<file path="src/rtl/env_monitor_seq.sv">
// env_monitor_seq: clocked multi-channel high-threshold monitor.
// Each channel has a debounced NORMAL/PENDING/ALARM/RECOVER state machine
// with hysteresis on the release side. The block reports per-channel alarm
// levels, a sticky global alert, the first channel to fault since the last
// clear, and a saturating count of alarm entries. All outputs are registered.

module env_monitor_seq #(
   parameter int NUM_CH   = 3,
   parameter int DATA_W   = 16,
   parameter int DEBOUNCE = 4,
   parameter int CNT_W    = 8,
   localparam int ID_W    = (NUM_CH > 1) ? $clog2(NUM_CH) : 1
) (
   input  logic                     clk,
   input  logic                     rst_n,
   input  logic                     sample_valid,
   input  logic [NUM_CH*DATA_W-1:0] sample_data,
   input  logic [NUM_CH*DATA_W-1:0] thr_hi,
   input  logic [NUM_CH*DATA_W-1:0] hyst,
   input  logic [NUM_CH-1:0]        ch_enable,
   input  logic                     alert_clr,
   output logic [NUM_CH-1:0]        ch_alarm,
   output logic                     alert,
   output logic                     first_fault_valid,
   output logic [ID_W-1:0]          first_fault_id,
   output logic [CNT_W-1:0]         alarm_count
);

   // Debounce counter width, entry-count width and saturating-sum width.
   localparam int CW = $clog2(DEBOUNCE + 1);
   localparam int EW = $clog2(NUM_CH + 1);
   localparam int SW = CNT_W + EW;

   localparam logic [CW-1:0]    CNT_ZERO = CW'(0);
   localparam logic [CW-1:0]    CNT_ONE  = CW'(1);
   localparam logic [CW-1:0]    CNT_DEB  = CW'(DEBOUNCE);
   localparam logic [CNT_W-1:0] CNT_MAX  = {CNT_W{1'b1}};

   typedef enum logic [1:0] {
      ST_NORMAL  = 2'd0,
      ST_PENDING = 2'd1,
      ST_ALARM   = 2'd2,
      ST_RECOVER = 2'd3
   } state_t;

   state_t            state_r [NUM_CH];
   state_t            state_s [NUM_CH];
   logic [CW-1:0]     cnt_r   [NUM_CH];
   logic [CW-1:0]     cnt_s   [NUM_CH];

   logic [NUM_CH-1:0] exceed_s;
   logic [NUM_CH-1:0] clear_s;
   logic [NUM_CH-1:0] enter_s;
   logic [NUM_CH-1:0] alarm_s;
   logic [EW-1:0]     entries_s;
   logic [ID_W-1:0]   lowest_s;
   logic [SW-1:0]     sum_s;
   logic [CNT_W-1:0]  count_s;
   logic              any_enter_s;
   logic              clr_ok_s;
   logic              alert_s;
   logic              ff_valid_s;
   logic [ID_W-1:0]   ff_id_s;

   // Per-channel unsigned compares; the release level saturates at zero,
   // so a hysteresis at or above the threshold can never release an alarm.
   genvar g;
   generate
      for (g = 0; g < NUM_CH; g++) begin : g_cmp
         logic [DATA_W-1:0] smp_s;
         logic [DATA_W-1:0] thr_s;
         logic [DATA_W-1:0] hys_s;
         logic [DATA_W-1:0] floor_s;

         assign smp_s       = sample_data[g*DATA_W +: DATA_W];
         assign thr_s       = thr_hi[g*DATA_W +: DATA_W];
         assign hys_s       = hyst[g*DATA_W +: DATA_W];
         assign floor_s     = (hys_s >= thr_s) ? {DATA_W{1'b0}} : (thr_s - hys_s);
         assign exceed_s[g] = (smp_s > thr_s);
         assign clear_s[g]  = (hys_s < thr_s) && (smp_s < floor_s);
      end
   endgenerate

   // Channel state and debounce counter registers.
   always_ff @(posedge clk or negedge rst_n) begin
      if (!rst_n) begin
         for (int i = 0; i < NUM_CH; i++) begin
            state_r[i] <= ST_NORMAL;
            cnt_r[i]   <= CNT_ZERO;
         end
      end else begin
         for (int i = 0; i < NUM_CH; i++) begin
            state_r[i] <= state_s[i];
            cnt_r[i]   <= cnt_s[i];
         end
      end
   end

   // Next-state logic: disable overrides everything, otherwise advance only on a sample strobe.
   always_comb begin
      enter_s = {NUM_CH{1'b0}};
      for (int i = 0; i < NUM_CH; i++) begin
         state_s[i] = state_r[i];
         cnt_s[i]   = cnt_r[i];
         if (!ch_enable[i]) begin
            state_s[i] = ST_NORMAL;
            cnt_s[i]   = CNT_ZERO;
         end else if (sample_valid) begin
            case (state_r[i])
               ST_NORMAL: begin
                  if (exceed_s[i]) begin
                     if (DEBOUNCE == 1) begin
                        state_s[i] = ST_ALARM;
                        cnt_s[i]   = CNT_ZERO;
                        enter_s[i] = 1'b1;
                     end else begin
                        state_s[i] = ST_PENDING;
                        cnt_s[i]   = CNT_ONE;
                     end
                  end else begin
                     state_s[i] = ST_NORMAL;
                     cnt_s[i]   = CNT_ZERO;
                  end
               end
               ST_PENDING: begin
                  if (exceed_s[i]) begin
                     if ((cnt_r[i] + CNT_ONE) == CNT_DEB) begin
                        state_s[i] = ST_ALARM;
                        cnt_s[i]   = CNT_ZERO;
                        enter_s[i] = 1'b1;
                     end else begin
                        state_s[i] = ST_PENDING;
                        cnt_s[i]   = cnt_r[i] + CNT_ONE;
                     end
                  end else begin
                     state_s[i] = ST_NORMAL;
                     cnt_s[i]   = CNT_ZERO;
                  end
               end
               ST_ALARM: begin
                  if (clear_s[i]) begin
                     if (DEBOUNCE == 1) begin
                        state_s[i] = ST_NORMAL;
                        cnt_s[i]   = CNT_ZERO;
                     end else begin
                        state_s[i] = ST_RECOVER;
                        cnt_s[i]   = CNT_ONE;
                     end
                  end else begin
                     state_s[i] = ST_ALARM;
                     cnt_s[i]   = CNT_ZERO;
                  end
               end
               ST_RECOVER: begin
                  if (clear_s[i]) begin
                     if ((cnt_r[i] + CNT_ONE) == CNT_DEB) begin
                        state_s[i] = ST_NORMAL;
                        cnt_s[i]   = CNT_ZERO;
                     end else begin
                        state_s[i] = ST_RECOVER;
                        cnt_s[i]   = cnt_r[i] + CNT_ONE;
                     end
                  end else begin
                     state_s[i] = ST_ALARM;
                     cnt_s[i]   = CNT_ZERO;
                  end
               end
               default: begin
                  state_s[i] = ST_NORMAL;
                  cnt_s[i]   = CNT_ZERO;
               end
            endcase
         end else begin
            state_s[i] = state_r[i];
            cnt_s[i]   = cnt_r[i];
         end
      end
   end

   // Output decode: alarm levels, entry count, lowest entering index, alert and first-fault updates.
   always_comb begin
      alarm_s   = {NUM_CH{1'b0}};
      entries_s = {EW{1'b0}};
      lowest_s  = {ID_W{1'b0}};
      for (int i = NUM_CH - 1; i >= 0; i--) begin
         alarm_s[i] = (state_s[i] == ST_ALARM) || (state_s[i] == ST_RECOVER);
         if (enter_s[i]) begin
            entries_s = entries_s + EW'(1);
            lowest_s  = ID_W'(i);
         end else begin
            entries_s = entries_s;
            lowest_s  = lowest_s;
         end
      end

      any_enter_s = |enter_s;
      clr_ok_s    = alert_clr && !(|alarm_s);

      sum_s   = SW'(alarm_count) + SW'(entries_s);
      count_s = (sum_s > SW'(CNT_MAX)) ? CNT_MAX : sum_s[CNT_W-1:0];

      if (any_enter_s) begin
         alert_s = 1'b1;
      end else if (clr_ok_s) begin
         alert_s = 1'b0;
      end else begin
         alert_s = alert;
      end

      if (any_enter_s && (!first_fault_valid || alert_clr)) begin
         ff_valid_s = 1'b1;
         ff_id_s    = lowest_s;
      end else if (clr_ok_s) begin
         ff_valid_s = 1'b0;
         ff_id_s    = {ID_W{1'b0}};
      end else begin
         ff_valid_s = first_fault_valid;
         ff_id_s    = first_fault_id;
      end
   end

   // Registered outputs.
   always_ff @(posedge clk or negedge rst_n) begin
      if (!rst_n) begin
         ch_alarm          <= {NUM_CH{1'b0}};
         alert             <= 1'b0;
         first_fault_valid <= 1'b0;
         first_fault_id    <= {ID_W{1'b0}};
         alarm_count       <= {CNT_W{1'b0}};
      end else begin
         ch_alarm          <= alarm_s;
         alert             <= alert_s;
         first_fault_valid <= ff_valid_s;
         first_fault_id    <= ff_id_s;
         alarm_count       <= count_s;
      end
   end

endmodule

</file>
<file path="config.mk">
export PLATFORM = sky130hd
export DESIGN_NAME = env_monitor_seq
export DESIGN_NICKNAME = d
export VERILOG_FILES = /design/src/rtl/env_monitor_seq.sv
export SDC_FILE = /design/constraint.sdc
export NUM_CORES = 1
export LEC_CHECK = 0
export BUFFER_PORTS_ARGS = -buffer_cell sky130_fd_sc_hd__buf_2
export CAP_MARGIN = 30
export CORE_ASPECT_RATIO = 1.25
export CORE_MARGIN = 1
export CORE_UTILIZATION = 50
export DETAILED_ROUTE_END_ITERATION = 6
export GPL_ROUTABILITY_DRIVEN = 0
export PLACE_DENSITY = 0.82
export SLEW_MARGIN = 40
export SYNTH_ARGS = -nofsm -noshare
export SYNTH_HDL_FRONTEND = slang
export SYNTH_SLANG_ARGS = --single-unit
</file>
<file path="constraint.sdc">
create_clock -name clk -period 3.2 [get_ports clk]
set_clock_uncertainty 0.15 [all_clocks]
set_input_delay 0.96 -clock clk [delete_from_list [all_inputs] [get_ports clk]]
set_output_delay 0.96 -clock clk [all_outputs]
set_load 0.03 [all_outputs]
</file>
Yosys cells after proc, flatten, opt, wreduce, memory -nomap -nowiden. Cells that the tools add are included.

Output and inout port bits: 15. Register bits after elaboration: 30. Logic and storage cells: 153. Input port bits: 151.

$add $sub $neg: 9. Reductions and logical operators: 18. Muxes and demuxes: 81. Magnitude comparators: 13. Equality and inequality tests: 21.

Operator list (number): 16-bit < comparator (6); 2-bit two-way mux (25); 16-bit greater-or-equal comparator (3); 16-bit greater-than comparator (3); 16-bit two-way mux (3); 16-bit subtractor (3); 3-bit two-way mux (15); 3-bit case mux with 4 select lines (3); 1-bit two-way mux (31); 2-bit == test (second input constant) (12); 2-bit case mux with 4 select lines (3); 3-bit by 1-bit adder with 3-bit output (second input constant) (3); 8-bit by 2-bit adder with 9-bit output (1); 3-bit == test (second input constant) (3); 9-bit by 8-bit greater-than comparator with 1-bit output (second input constant) (1); 8-bit two-way mux (1); 2-bit by 1-bit == test with 1-bit output (second input constant) (3); 2-bit logical NOT (3); 2-bit inequality test (second input constant) (3); 3-bit OR reduction (2); 1-bit logical AND (5); 1-bit logical OR (4); 2-bit nonzero test (2); 1-bit by 1-bit adder with 2-bit output (second input constant) (1); other kinds (2) (3).

Longest topological paths before layout.
Word-level depth: 15. Depth in mapped cells: 21. Mapped depth without buffers: 21.

Worst setup path after synthesis. OpenSTA, ideal clock, no wires.

Path kind: input to register. Start: input thr_hi[16]. End: register first_fault_id[0]. Required time: 2.917 ns. Slack: -1.633 ns. Stages on the path: 21. Arrival: 4.550 ns. Setup time: 0.133 ns. Buffers on the path: 0. Path through: inv_1 -> ha_1 -> inv_1 -> fa_1 -> nand3_1 -> a21o_1 -> a21oi_1 -> o21a_1 -> o41ai_1 -> o21ai_0 -> xor2_1 -> nand2_1 -> ha_1 -> o21ai_0 -> a211oi_1 -> a211oi_1 -> o41ai_1 -> o311ai_1 -> nand2_1 -> nor3_4 -> o32ai_1.

Longest elaborated chain between the ends: 14. Elaborated cells between the ends (all ways): 30. Classes of those cells: add/sub: 1; order compare: 4; eq/ne: 2; mux: 15; reduce/logical: 8.

RTL lines: start, declared (line 18) `input logic [NUM_CH*DATA_W-1:0] thr_hi,`; 16-bit subtractor / 16-bit greater-or-equal comparator (equally long branches) (line 78) `assign floor_s = (hys_s >= thr_s) ? {DATA_W{1'b0}} : (thr_s - hys_s);`; 16-bit two-way mux (line 78); 16-bit < comparator (line 80) `assign clear_s[g] = (hys_s < thr_s) && (smp_s < floor_s);`; 1-bit logical AND (line 80); 2-bit two-way mux / 1-bit two-way mux (equally long branches) (line 155, 141); 2-bit case mux with 4 select lines (*) (line 109) `case (state_r[i])`; 2-bit two-way mux (*) (line 108) `end else if (sample_valid) begin`; 2-bit two-way mux (*) (line 105) `if (!ch_enable[i]) begin`; 2-bit == test (line 186) `alarm_s[i] = (state_s[i] == ST_ALARM) || (state_s[i] == ST_RECOVER);`; 1-bit logical OR (*) (line 186); net alarm_s[1] (line 54) `logic [NUM_CH-1:0] alarm_s;`; 3-bit OR reduction (*) (line 197) `clr_ok_s = alert_clr && !(|alarm_s);`; 1-bit logical NOT (*) (line 197); 1-bit logical AND (*) (line 197); 2-bit nonzero test (no line) (*); end signal, assigned (line 228) `first_fault_id <= {ID_W{1'b0}};`; end signal, assigned (line 234) `first_fault_id <= ff_id_s;`; end, declared (line 25) `output logic [ID_W-1:0] first_fault_id,`.

The timed path passes the listed nets; every way through them passes the cells marked *. A chain may end at the register's enable or synchronous reset.

Worst setup path in the final report.
Start: input thr_hi[22]. End: register first_fault_id[0].

Same word-level chain as after synthesis.

==> summary.txt <==
Die
  • Area of the placeable core: 12300 um^2
  • Effective utilization at floorplan: 0.519
  • Count of standard-cell rows: 45
  • Number of I/O pins: 166
  • Y dimension of the die: 129 um
  • X dimension of the die: 103 um
  • DIE AREA: 13300 um^2

Drt
  • Antenna violation net count after detailed routing: 0
  • Starting DRT DRC Count: 599
  • Detailed Routing Iterations Pass 1: 5
  • Routed len/inst: 19.4 um
  • Vias per cell: 6.07
  • Routed vias: 8643
  • Remaining routing DRC violations: 0
  • Total wirelength of the detailed-routed design: 27600 um

Critical path
  • CP Capture Type: register
  • Critical Path AT: 4.71 ns
  • Peak fanout along the critical path: 4
  • Chain of cells forming the critical path: buf_2, ha_1, o21ai_0, o21a_1, a21oi_2, o21a_1, o41ai_4, o21ai_2, xor2_1, nand2_1, ha_1, o21ai_2, inv_1, a211oi_2, o41ai_2, o311ai_2, nand2_1, nor3_4, o32ai_1
  • Master of the slowest instance on the critical path: ha_1
  • Category of the critical setup timing path: in2reg
  • Crit path required time: 3.20 ns
  • CP max stage delay: 0.32 ns
  • Type of element launching the critical path: input port

Run status
  • Status: finished with violations
  • Violations in the final reports: setup timing

Synthesis
  • Distinct cell type count of the synthesized netlist: 72
  • Instance count of the mapped netlist: 843
  • Sequential fraction of the synthesis area: 0.117
  • Async SR Flop Fraction: 1.00
  • Yosys warning count: 0
  • Number of register bits inferred by synthesis: 30
  • Ys flop type: dfrtp_1
  • Average size of a mapped cell: 7.60 um^2
  • Count of flip-flops with a built-in enable after synthesis: 0
  • Synthesized netlist net count: 1150
  • Post-Synthesis Cell Area: 6400 um^2

Pwr
  • P per Cell Area: 252 nW/um^2
  • Leak Pwr: 5.49 nW
  • Peak supply drop: 0.217 mV

GRT
  • Wire length of the first global-routing pass: 39200 um
  • Maximum number of pins on one net before global-route repair: 31
  • Global routing's busiest layer: met2
  • Met1 Use GR: 0.349
  • Global-route met3 utilization: 0.0956
  • Number of antenna violations at the first check in global routing: 1
  • Global route total overflow: 0
  • Vias in the first global route: 8857
  • Tot GR Track Use: 0.377
  • Met2 track utilization from global routing: 0.707

Final layout
  • Signed area change from the synthesized netlist to the final layout: 69.2%
  • Final core area utilization: 0.879
  • Final net count: 1565
  • Most frequent cells in the layout: 235 x buf_4, 150 x buf_2, 110 x ha_1, 102 x inv_1, 81 x nand2_1
  • Most frequent standard cell in the layout excluding fill and tap cells: buf_4
  • Count of filler cells inserted in the layout: 572
  • Ratio of cells with drive above 1 in the final layout: 0.477

Timing
  • Slew at the pin with the worst max-slew slack: 0.732 ns
  • Time the worst path needs with I/O delays and setup: 4.72 ns
  • Final critical-path share of the clock period: 1.47
  • Unrepaired setup endpoints after global routing: true
  • Achievable clock frequency: 0.212 GHz
  • Final setup TNS: -34.24 ns
  • Crit path setup slack, layout: -1.52 ns
  • Final hold slack: 0.416 ns
  • Final-report setup violation count: 30
  • Final count of hold timing violations: 0
  • Worst max-slew margin expressed relative to the limit: 0.512
  • Fin. max-slew vios: 0

Place
  • DP Wirelength: 17000 um
  • Worst slack at placement: -1.78 ns
  • Quantity of I/O buffers inserted on ports: 165

Clocking
  • Root Buffer Master: clkbuf_16
  • Clock net sink count: 30
  • Worst-Skew Late Latency: 0.28 ns
  • Maximum level of the CTS H-tree: 2
  • Clock buffer count from CTS: 5
  • Reg clk slew, reported paths: 0.06 ns
  • Max Root-Sink Buffers: 2
  • CTS tree: yes

Run
  • Maximum capacitance violations: 0

Hold path
  • HP Class: reg2reg
-- path summary, 6_finish.rpt --
check                                      from                             to  slack [ns]  cells past startpoint
max                                  thr_hi[22]  first_fault_id[0]$_DFFE_PN0P_       -1.52                     19
min                        cnt_r[4]$_DFFE_PN0P_           cnt_r[4]$_DFFE_PN0P_        0.42                      2
max reg2reg                cnt_r[7]$_DFFE_PN0P_       alarm_count[6]$_DFF_PN0_       -0.10                     12
min reg2reg                cnt_r[4]$_DFFE_PN0P_           cnt_r[4]$_DFFE_PN0P_        0.42                      2
max in group asynchronous                 rst_n           state_r[0]$_DFF_PN0_        1.83                      1
min in group asynchronous                 rst_n       alarm_count[6]$_DFF_PN0_        0.59                      1
-- sequential cells by signal (all words and copies together) (netlist names) --
name and count:
alarm_count 8, alert 1, ch_alarm 3, cnt_r 9
first_fault_id 2, first_fault_valid 1, state_r 6
-- critical path: cells and delay by family --
family / cells / cell delay [ns]
adders and majority gates: 2 / 0.61
and+or+nand+nor: 3 / 0.53
AOI/OAI and AO/OA: 11 / 2.20
xor gates and xnor gates: 1 / 0.21
buffers and inverters: 2 / 0.20
-- synth_stat cells, drive strengths merged, types with 3 or more instances --
library cell / count / area [um^2]
o21bai: 3 / 22.5
ha: 152 / 1900
and3: 6 / 37.5
o21a: 16 / 120
or3: 6 / 37.5
a21oi: 70 / 380
nand3: 23 / 115
a21boi: 10 / 75.1
a211oi: 14 / 115
clkbuf: 6 / 22.5
fa: 4 / 80.1
nor2: 41 / 159
o21ai: 39 / 195
xnor2: 19 / 166
o2111ai: 3 / 26.3
o41ai: 4 / 42.6
inv: 122 / 458
a31oi: 6 / 37.5
nor2b: 17 / 106
and4: 4 / 35.0
or2: 5 / 31.3
nand2: 94 / 355
nand4: 26 / 163
nand2b: 14 / 87.6
xor2: 20 / 175
nor3: 15 / 86.3
nor4: 3 / 18.8
a2111oi: 5 / 43.8
o211ai: 14 / 105
a21o: 16 / 120
dfrtp: 30 / 751
-- metal layers --
metal	wire [um]	vias up
li1	-	3849
met1	9260	4068
met2	14100	526
met3	2100	200
met4	2150	0
met5	0	-
-- report_power, final --
| group | internal (mW) | switching (mW) | leakage, nW |
|---|---|---|---|
| logic | 0.934 | 0.928 | 5.00 |
| clock network | 0.308 | 0.170 | 0.0739 |
| registers | 0.386 | 0.00922 | 0.411 |
| total | 1.63 | 1.11 | 5.49 |
-- cell families (layout without fill, tap and decap cells) --
family	Yosys count	in the layout	synth area share
buf+inv	129	545	0.0758
simple gates	262	262	0.204
compound gates	225	225	0.237
flops	30	30	0.117
fa+ha+maj	156	156	0.309
mux	2	2	0.00332
xor+xnor	39	39	0.0533
other cells	0	1	0
-- stage by stage --
stage	area (um^2)	std cells	power, mW
final	10800	1424	2.74
after global routing	10800	1424	2.89
after CTS	10300	1409	2.48
after detailed placement	9400	1373	1.83
after global placement	9400	1373	1.76
after floorplan	6850	843	1.21
-- layout make-up --
cell class	count	area (um^2)	share of cell area
Clock buffer	7	143	0.0132
Antenna cell	1	2.50	0.000231
Inverter	122	520	0.0480
Clock inverter	1	5.00	0.000462
Tap cell	164	205	0.0189
Timing Repair Buffer	415	2880	0.266
Multi-Input combinational cell	684	6330	0.584
Sequential cell	30	751	0.0693
-- timing repair --
action                     in CTS  in global routing
pin swaps                      80                 49
gates resized for setup       106                 65
hold buffers                    0                  0
gates cloned                    1                  0
setup buffers                  28                 17
setup endpoints to repair      30                 30
(Power assumes the default switching activity.)
